--- src/rtl/mem_port_arbiter.sv ---
// Arbitrates fetch and load/store requests onto one single-port memory, one transaction at a time.
// Optional ARB_ROUND_ROBIN_EN alternates grants under contention; default is data-over-fetch.
module mem_port_arbiter #(
    parameter int unsigned AW = 32,
    parameter int unsigned DW = 32
) (
    input  logic          clk,
    input  logic          rst,
    input  logic          i_req,
    input  logic [AW-1:0] i_addr,
    output logic          i_ack,
    output logic [DW-1:0] i_rdata,
    input  logic          d_req,
    input  logic          d_we,
    input  logic [3:0]    d_be,
    input  logic [AW-1:0] d_addr,
    input  logic [DW-1:0] d_wdata,
    output logic          d_ack,
    output logic [DW-1:0] d_rdata,
    output logic          m_req,
    output logic          m_we,
    output logic [3:0]    m_be,
    output logic [AW-1:0] m_addr,
    output logic [DW-1:0] m_wdata,
    input  logic          m_ready,
    input  logic [DW-1:0] m_rdata,
    output logic          busy,
    output logic          owner
);

    typedef enum logic [1:0] {StIdle, StMem, StAck} state_e;

    state_e state;
    logic   grant_d;

`ifdef ARB_ROUND_ROBIN_EN
    logic last_d;  // 1 = data was granted last

    always_comb grant_d = d_req && (!i_req || !last_d);

    always_ff @(posedge clk or negedge rst) begin
        if (!rst) begin
            last_d <= 1'b0;
        end else if (state == StIdle && (d_req || i_req)) begin
            last_d <= grant_d;
        end
    end
`else
    always_comb grant_d = d_req;
`endif

    always_ff @(posedge clk or negedge rst) begin
        if (!rst) begin
            state   <= StIdle;
            m_req   <= 1'b0;
            m_we    <= 1'b0;
            m_be    <= 4'h0;
            m_addr  <= '0;
            m_wdata <= '0;
            i_ack   <= 1'b0;
            d_ack   <= 1'b0;
            i_rdata <= '0;
            d_rdata <= '0;
            busy    <= 1'b0;
            owner   <= 1'b0;
        end else begin
            i_ack <= 1'b0;
            d_ack <= 1'b0;
            unique case (state)
                StIdle: begin
                    if (d_req || i_req) begin
                        owner <= grant_d;
                        m_req <= 1'b1;
                        busy  <= 1'b1;
                        state <= StMem;
                        if (grant_d) begin
                            m_we    <= d_we;
                            m_be    <= d_be;
                            m_addr  <= d_addr;
                            m_wdata <= d_wdata;
                        end else begin
                            m_we    <= 1'b0;
                            m_be    <= 4'hF;
                            m_addr  <= i_addr;
                            m_wdata <= '0;
                        end
                    end
                end
                StMem: begin
                    if (m_ready) begin
                        m_req <= 1'b0;
                        state <= StAck;
                        if (owner) begin
                            d_ack <= 1'b1;
                            // Stores leave the last load result untouched
                            if (!m_we) begin
                                d_rdata <= m_rdata;
                            end
                        end else begin
                            i_ack   <= 1'b1;
                            i_rdata <= m_rdata;
                        end
                    end
                end
                StAck: begin
                    busy  <= 1'b0;
                    state <= StIdle;
                end
                default: state <= StIdle;
            endcase
        end
    end

endmodule
--- config.mk ---
export PLATFORM = sky130hd
export DESIGN_NAME = mem_port_arbiter
export DESIGN_NICKNAME = d
export VERILOG_FILES = /design/src/rtl/mem_port_arbiter.sv
export SDC_FILE = /design/constraint.sdc
export NUM_CORES = 1
export LEC_CHECK = 0
export BUFFER_PORTS_ARGS = -buffer_cell sky130_fd_sc_hd__buf_2
export CAP_MARGIN = 20
export CORE_UTILIZATION = 30
export DETAILED_ROUTE_END_ITERATION = 10
export HOLD_SLACK_MARGIN = 0.03
export SLEW_MARGIN = 20
export SYNTH_ARGS = -nofsm -noshare
export SYNTH_HDL_FRONTEND = slang
export SYNTH_SLANG_ARGS = --single-unit
export TNS_END_PERCENT = 100
--- constraint.sdc ---
create_clock -name clk -period 1.7 [get_ports clk]
set_input_delay 0.255 -clock clk [delete_from_list [all_inputs] [get_ports clk]]
set_output_delay 0.255 -clock clk [all_outputs]
set_load 0.01 [all_outputs]
==> Yosys cells after proc, flatten, opt, wreduce, memory -nomap -nowiden <==
Index checks and enable logic that the tools add are counted.
{ "totals": {"out_inout_bits": 138, "register_bits": 140, "input_bits": 138, "word_cells": 45} }
{ "op_classes": {"n_eq_ne": 4, "n_bitwise": 2, "reduce_logical": 10, "n_mux": 17} }
{ "op_table": {"columns": ["operator", "n"], "rows": [
  ["$mux 32", 2],
  ["$mux 1", 9],
  ["$reduce_and 2->1", 3],
  ["$reduce_and 3->1", 2],
  ["$mux 2", 2],
  ["$mux 4", 1],
  ["$ne 2x2->1 const B", 2],
  ["$pmux 1 s2", 2],
  ["$pmux 2 s2", 1],
  ["$reduce_and 4->1", 1],
  ["$reduce_bool 2->1", 2],
  ["$eq 2x1->1 const B", 1],
  ["$eq 2x2->1 const B", 1],
  ["$logic_not 2->1", 1],
  ["$not 1->1", 2],
  ["$logic_or 1x1->1", 1]
]} }

==> Logic depth before layout (Yosys ltp) <==
{ "depth": {"depth_word": 3, "ltp_mapped": 5, "ltp_nobuf": 3} }

==> Worst setup path after synthesis <==
No wires, ideal clock.
{ "synth_timing": {"path_type": "register to register", "startpoint": "register state[0]", "endpoint": "register m_addr[10]", "required_time_ps": 1575, "period_less_slack_ps": 1484, "setup_slack_ps": 216, "n_path_buf": 2, "setup_ps": 125, "path_stages_with_launch": 6, "arrival_time_ps": 1360, "cell_sequence": "dfrtp_1 > nor2_2 > o21a_1 > buf_4 > buf_6 > mux2_2"} }
{ "synth_via": {"elab_chain_len": 2} }
{ "synth_lines": {"columns": ["item", "line", "text"], "rows": [
  ["start, declared", "33", "state_e state;"],
  ["start signal, assigned", "54", "state <= StIdle;"],
  ["start signal, assigned", "75", "state <= StMem;"],
  ["start signal, assigned", "92", "state <= StAck;"],
  ["$logic_not 2->1", "69", "unique case (state)"],
  ["$reduce_and 2->1 (no line)", null, null],
  ["end signal, assigned", "79", "m_addr <= d_addr;"],
  ["end signal, assigned", "84", "m_addr <= i_addr;"],
  ["end, declared", "23", "output logic [AW-1:0] m_addr,"]
]} }
No other way between the ends.
A chain may end at the register's enable or synchronous reset.

==> Worst setup path in the final report <==
{ "layout_timing": {"startpoint": "register state[1]", "endpoint": "register d_rdata[10]"} }
{ "layout_via": {"elab_chain_len": 2} }
{ "layout_lines": {"columns": ["item", "line", "text"], "rows": [
  ["$eq 2x1->1", "69", null],
  ["$reduce_and 4->1 (no line)", null, null],
  ["end signal, assigned", "97", "d_rdata <= m_rdata;"],
  ["end, declared", "19", "output logic [DW-1:0] d_rdata,"]
]} }
No other way between the ends.

==> summary.md <==
| Metric | Value |
|---|---|
| Run status | complete, no violations |
| Final net count | 769 |
| Critical path class | reg2reg |
| Global placement routability congestion | 0.774 |
| Final setup fails | 0 |
| Clk pin slew, worst setup/hold paths | around 0.060 ns |
| Core area | 18,000 um^2 |
| Clk sinks | 140 |
| Worst skew pair latency | 0.41 ns |
| Crit-path max FO | 32 |
| CTS HTree Levels | 4 |
| WL final | 13,800 um |
| Internal power | between 10 and 15 mW |
| Reg2Reg Depth | 4 |
| Share of cells above drive strength 1 | 0.699 |
| Overall Global Routing Usage | 0.145 |
| Mapped Area | 5530 um^2 |
| Crit path capture type | flop |
| Share of power burned in registers | 0.385 |
| Vias per cell | 4.55 |
| # resized after CTS | 0 |
| Sw power | roughly 5.0 mW |
| Sw Ratio | 0.329 |
| Area occupied by multi-input gates | 1890 um^2 |
| Slew Limit Fails | 0 |
| Critical Path AT | 1.80 ns |
| DR pass1 iterations | 6 |
| Max IR drop VDD | 0.858 mV |
| Largest net degree at the start of global routing | 44 |
| Setup TNS | 0 ns |
| Top post-synthesis cells by count | dfrtp_1, mux2_2, a22o_1 |
| Routed Antenna Nets | 0 |
| Hold crit path type | in2reg |
| Hpwl dp | 9960 um |
| Die Y | 138 um |
| Die width | 138 um |
| Final Cycle Share | 0.891 |
| Synth Warn # | 0 |
| Maximum Capacitance Violations | 0 |
| IO Pins | 276 |
| Hold Startpoint | d_wdata[4] |
| Distinct cells, synth | 22 |
| Crit path time final | 1.51 ns |
| Slew @ Worst Pin | 0.432 ns |
| Die area | approximately 19,000 um^2 |
| Initial drt markers | 112 |
| Final Hold Fails | 0 |
| Logic gate share of total power | 0.374 |
| Reg2reg end | d_rdata[10]$_DFFE_PN0P_ |
| Yosys top cell by area | dfrtp_1 |
| Max_slew headroom | 0.712 |
| Total grt overflow | 0 |
| Num CTS Buffers | 17 |
| Final Skew | 0.00436 ns |
| Initial Utilization | 0.307 |
| Synth Flop Type | dfrtp_1 |
| Top post-synthesis cells by area | dfrtp_1, mux2_2, a22o_1, buf_2, buf_4 |
| First-pass GRT wire length | 20,600 um |
| Syn Nets | a little under 500 |
| Top cell type's share of synthesized area | 0.633 |
| WHS Path Cells | 2 |
| Req. time, crit path | 1.99 ns |
| RSZ-0062 raised after global routing | false |
| FF+latch count, synth | between 100 and 150 |
| Clock network power share | 0.242 |
| Sequential share of the synthesized area | 0.633 |
| Register area | 3500 um^2 |
| Vias in the first global route | approximately 4,100 |
| Filler cells | 1,688 |
| PortBufs | 275 |
| Initial antenna violation count | 1 |
| Average cell area after synthesis | approximately 16 um^2 |
| Top-count cell post-synth | dfrtp_1 |
| FF-to-FF setup slack | between 0.15 and 0.2 ns |
| Clock root buffer | clkbuf_16 |
| Vias post-DR | between 3,000 and 4,000 |
| Peak Freq | 660 MHz |
| Clock tree buffer depth | 2 |
| Area Growth Syn to Fin | 42.1% |
| Cells after Synth | 346 |
| Synth async-reset ratio | 1.00 |
| Power Dens Cells | 1940 nW/um^2 |
| TritonCTS clock tree | yes |
| Drt drc | 0 |
| Startpoint Class | flop |
| Post-synth EDFFs | 0 |
| Final core utilization | 0.436 |
| WL/cell | 15.8 um |
| Floorplan row count | 49 |
| FF-to-FF Start | state[1]$_DFFE_PN0P_ |
| Leak | 3.89 nW |
| WHS Endpoint | m_wdata[4]$_DFFE_PN0P_ |
==> worst max path at each step <==
stage                                    endpoint  cells after the start                  from  slack [ns]
after global routing      d_rdata[25]$_DFFE_PN0P_                      4  state[0]$_DFFE_PN0P_        0.13
after detailed placement  d_rdata[10]$_DFFE_PN0P_                      4  state[1]$_DFFE_PN0P_        0.18
after CTS                 d_rdata[10]$_DFFE_PN0P_                      4  state[1]$_DFFE_PN0P_        0.17
after floorplan            m_addr[10]$_DFFE_PN0P_                      5  state[0]$_DFFE_PN0P_        0.22
final                     d_rdata[10]$_DFFE_PN0P_                      4  state[1]$_DFFE_PN0P_        0.19
after global placement    d_rdata[25]$_DFFE_PN0P_                      4  state[1]$_DFFE_PN0P_        0.22
==> state kept, by name (all words and copies together) (netlist names) <==
name,cells
state,2
busy,1
d_ack,1
i_ack,1
i_rdata,32
m_addr,32
m_req,1
owner,1
m_be,4
d_rdata,32
m_we,1
m_wdata,32
==> cells in the final DEF (no fill, tap or decap), drive strengths merged <==
| cell type | synthesis | layout |
|---|---|---|
| clkbuf | 5 | 19 |
| clkinv | 0 | 8 |
| dfrtp | 140 | 140 |
| nor3 | 1 | 1 |
| a21oi | 1 | 1 |
| nand2 | 5 | 5 |
| bufinv | 0 | 2 |
| o22a | 4 | 4 |
| inv | 3 | 5 |
| or2 | 1 | 1 |
| buf | 16 | 286 |
| a22o | 33 | 33 |
| and2 | 1 | 1 |
| diode | 0 | 1 |
| dlygate4sd3 | 0 | 1 |
| o21a | 1 | 1 |
| o21ai | 3 | 3 |
| nor2 | 3 | 3 |
| nand3b | 1 | 1 |
| clkinvlp | 0 | 1 |
| mux2 | 128 | 128 |
==> critical path, cell delays in order, from the launching register on <==
cell      delay (ns)
dfrtp_1         0.40
nand3b_4        0.21
nor3_4          0.17
buf_12          0.24
mux2_2          0.37
==> cell families after synthesis <==
| group | count (synthesis) | share of synthesized area |
|---|---|---|
| and+or+nand+nor | 12 | 0.0161 |
| AOI/OAI and AO/OA | 42 | 0.0643 |
| DFF | 140 | 0.633 |
| muxes | 128 | 0.261 |
| buffers and inverters | 24 | 0.0256 |
==> stage by stage <==
step	total power, mW	cell area, um^2	worst slack, ns	std cells	hold slack, ns
after global placement	11.5	7250	0.225	840	0.209
after floorplan	9.09	5530	0.216	346	-0.0406
after CTS	15.5	7860	0.173	873	0.0381
after global routing	16.2	7860	0.127	874	0.0484
after detailed placement	11.7	7250	0.179	840	0.214
final	15.2	7860	0.186	874	0.0681
==> power groups by stage <==
stage | Sequential [mW] | Combinational [mW] | Clock [mW]
finish | 5.86 | 5.69 | 3.68
global route | 6.09 | 6.20 | 3.96
CTS | 5.88 | 5.81 | 3.82
detailed placement | 5.91 | 5.78 | 0
global placement | 5.86 | 5.64 | 0
floorplan | 6.65 | 2.44 | 0
==> per-layer routing <==
| layer | vias to the layer above | share of wire | track usage |
|---|---|---|---|
| li1 | 1827 | - | - |
| met1 | 1955 | 0.41 | 0.161 |
| met2 | 174 | 0.51 | 0.253 |
| met3 | 22 | 0.068 | 0.0430 |
| met4 | 0 | 0.020 | 0.0670 |
| met5 | - | 0 | 0 |
==> cell type report <==
type                    count  area share
inverters                   3     0.00143
clock buffers              19      0.0576
flip-flops and latches    140       0.446
multi-input cells         182       0.240
well taps                 229      0.0365
repair buffers            287       0.200
diodes                      1    0.000318
clock inverters            13      0.0178
==> timing repair <==
action | in CTS | in global routing
endpoints found under the setup margin | 0 | 0
hold endpoints to repair | 39 | 0
hold buffers | 1 | 0
buffers inserted | 0 | 0
Note: power is estimated with default switching activity, not from simulation.
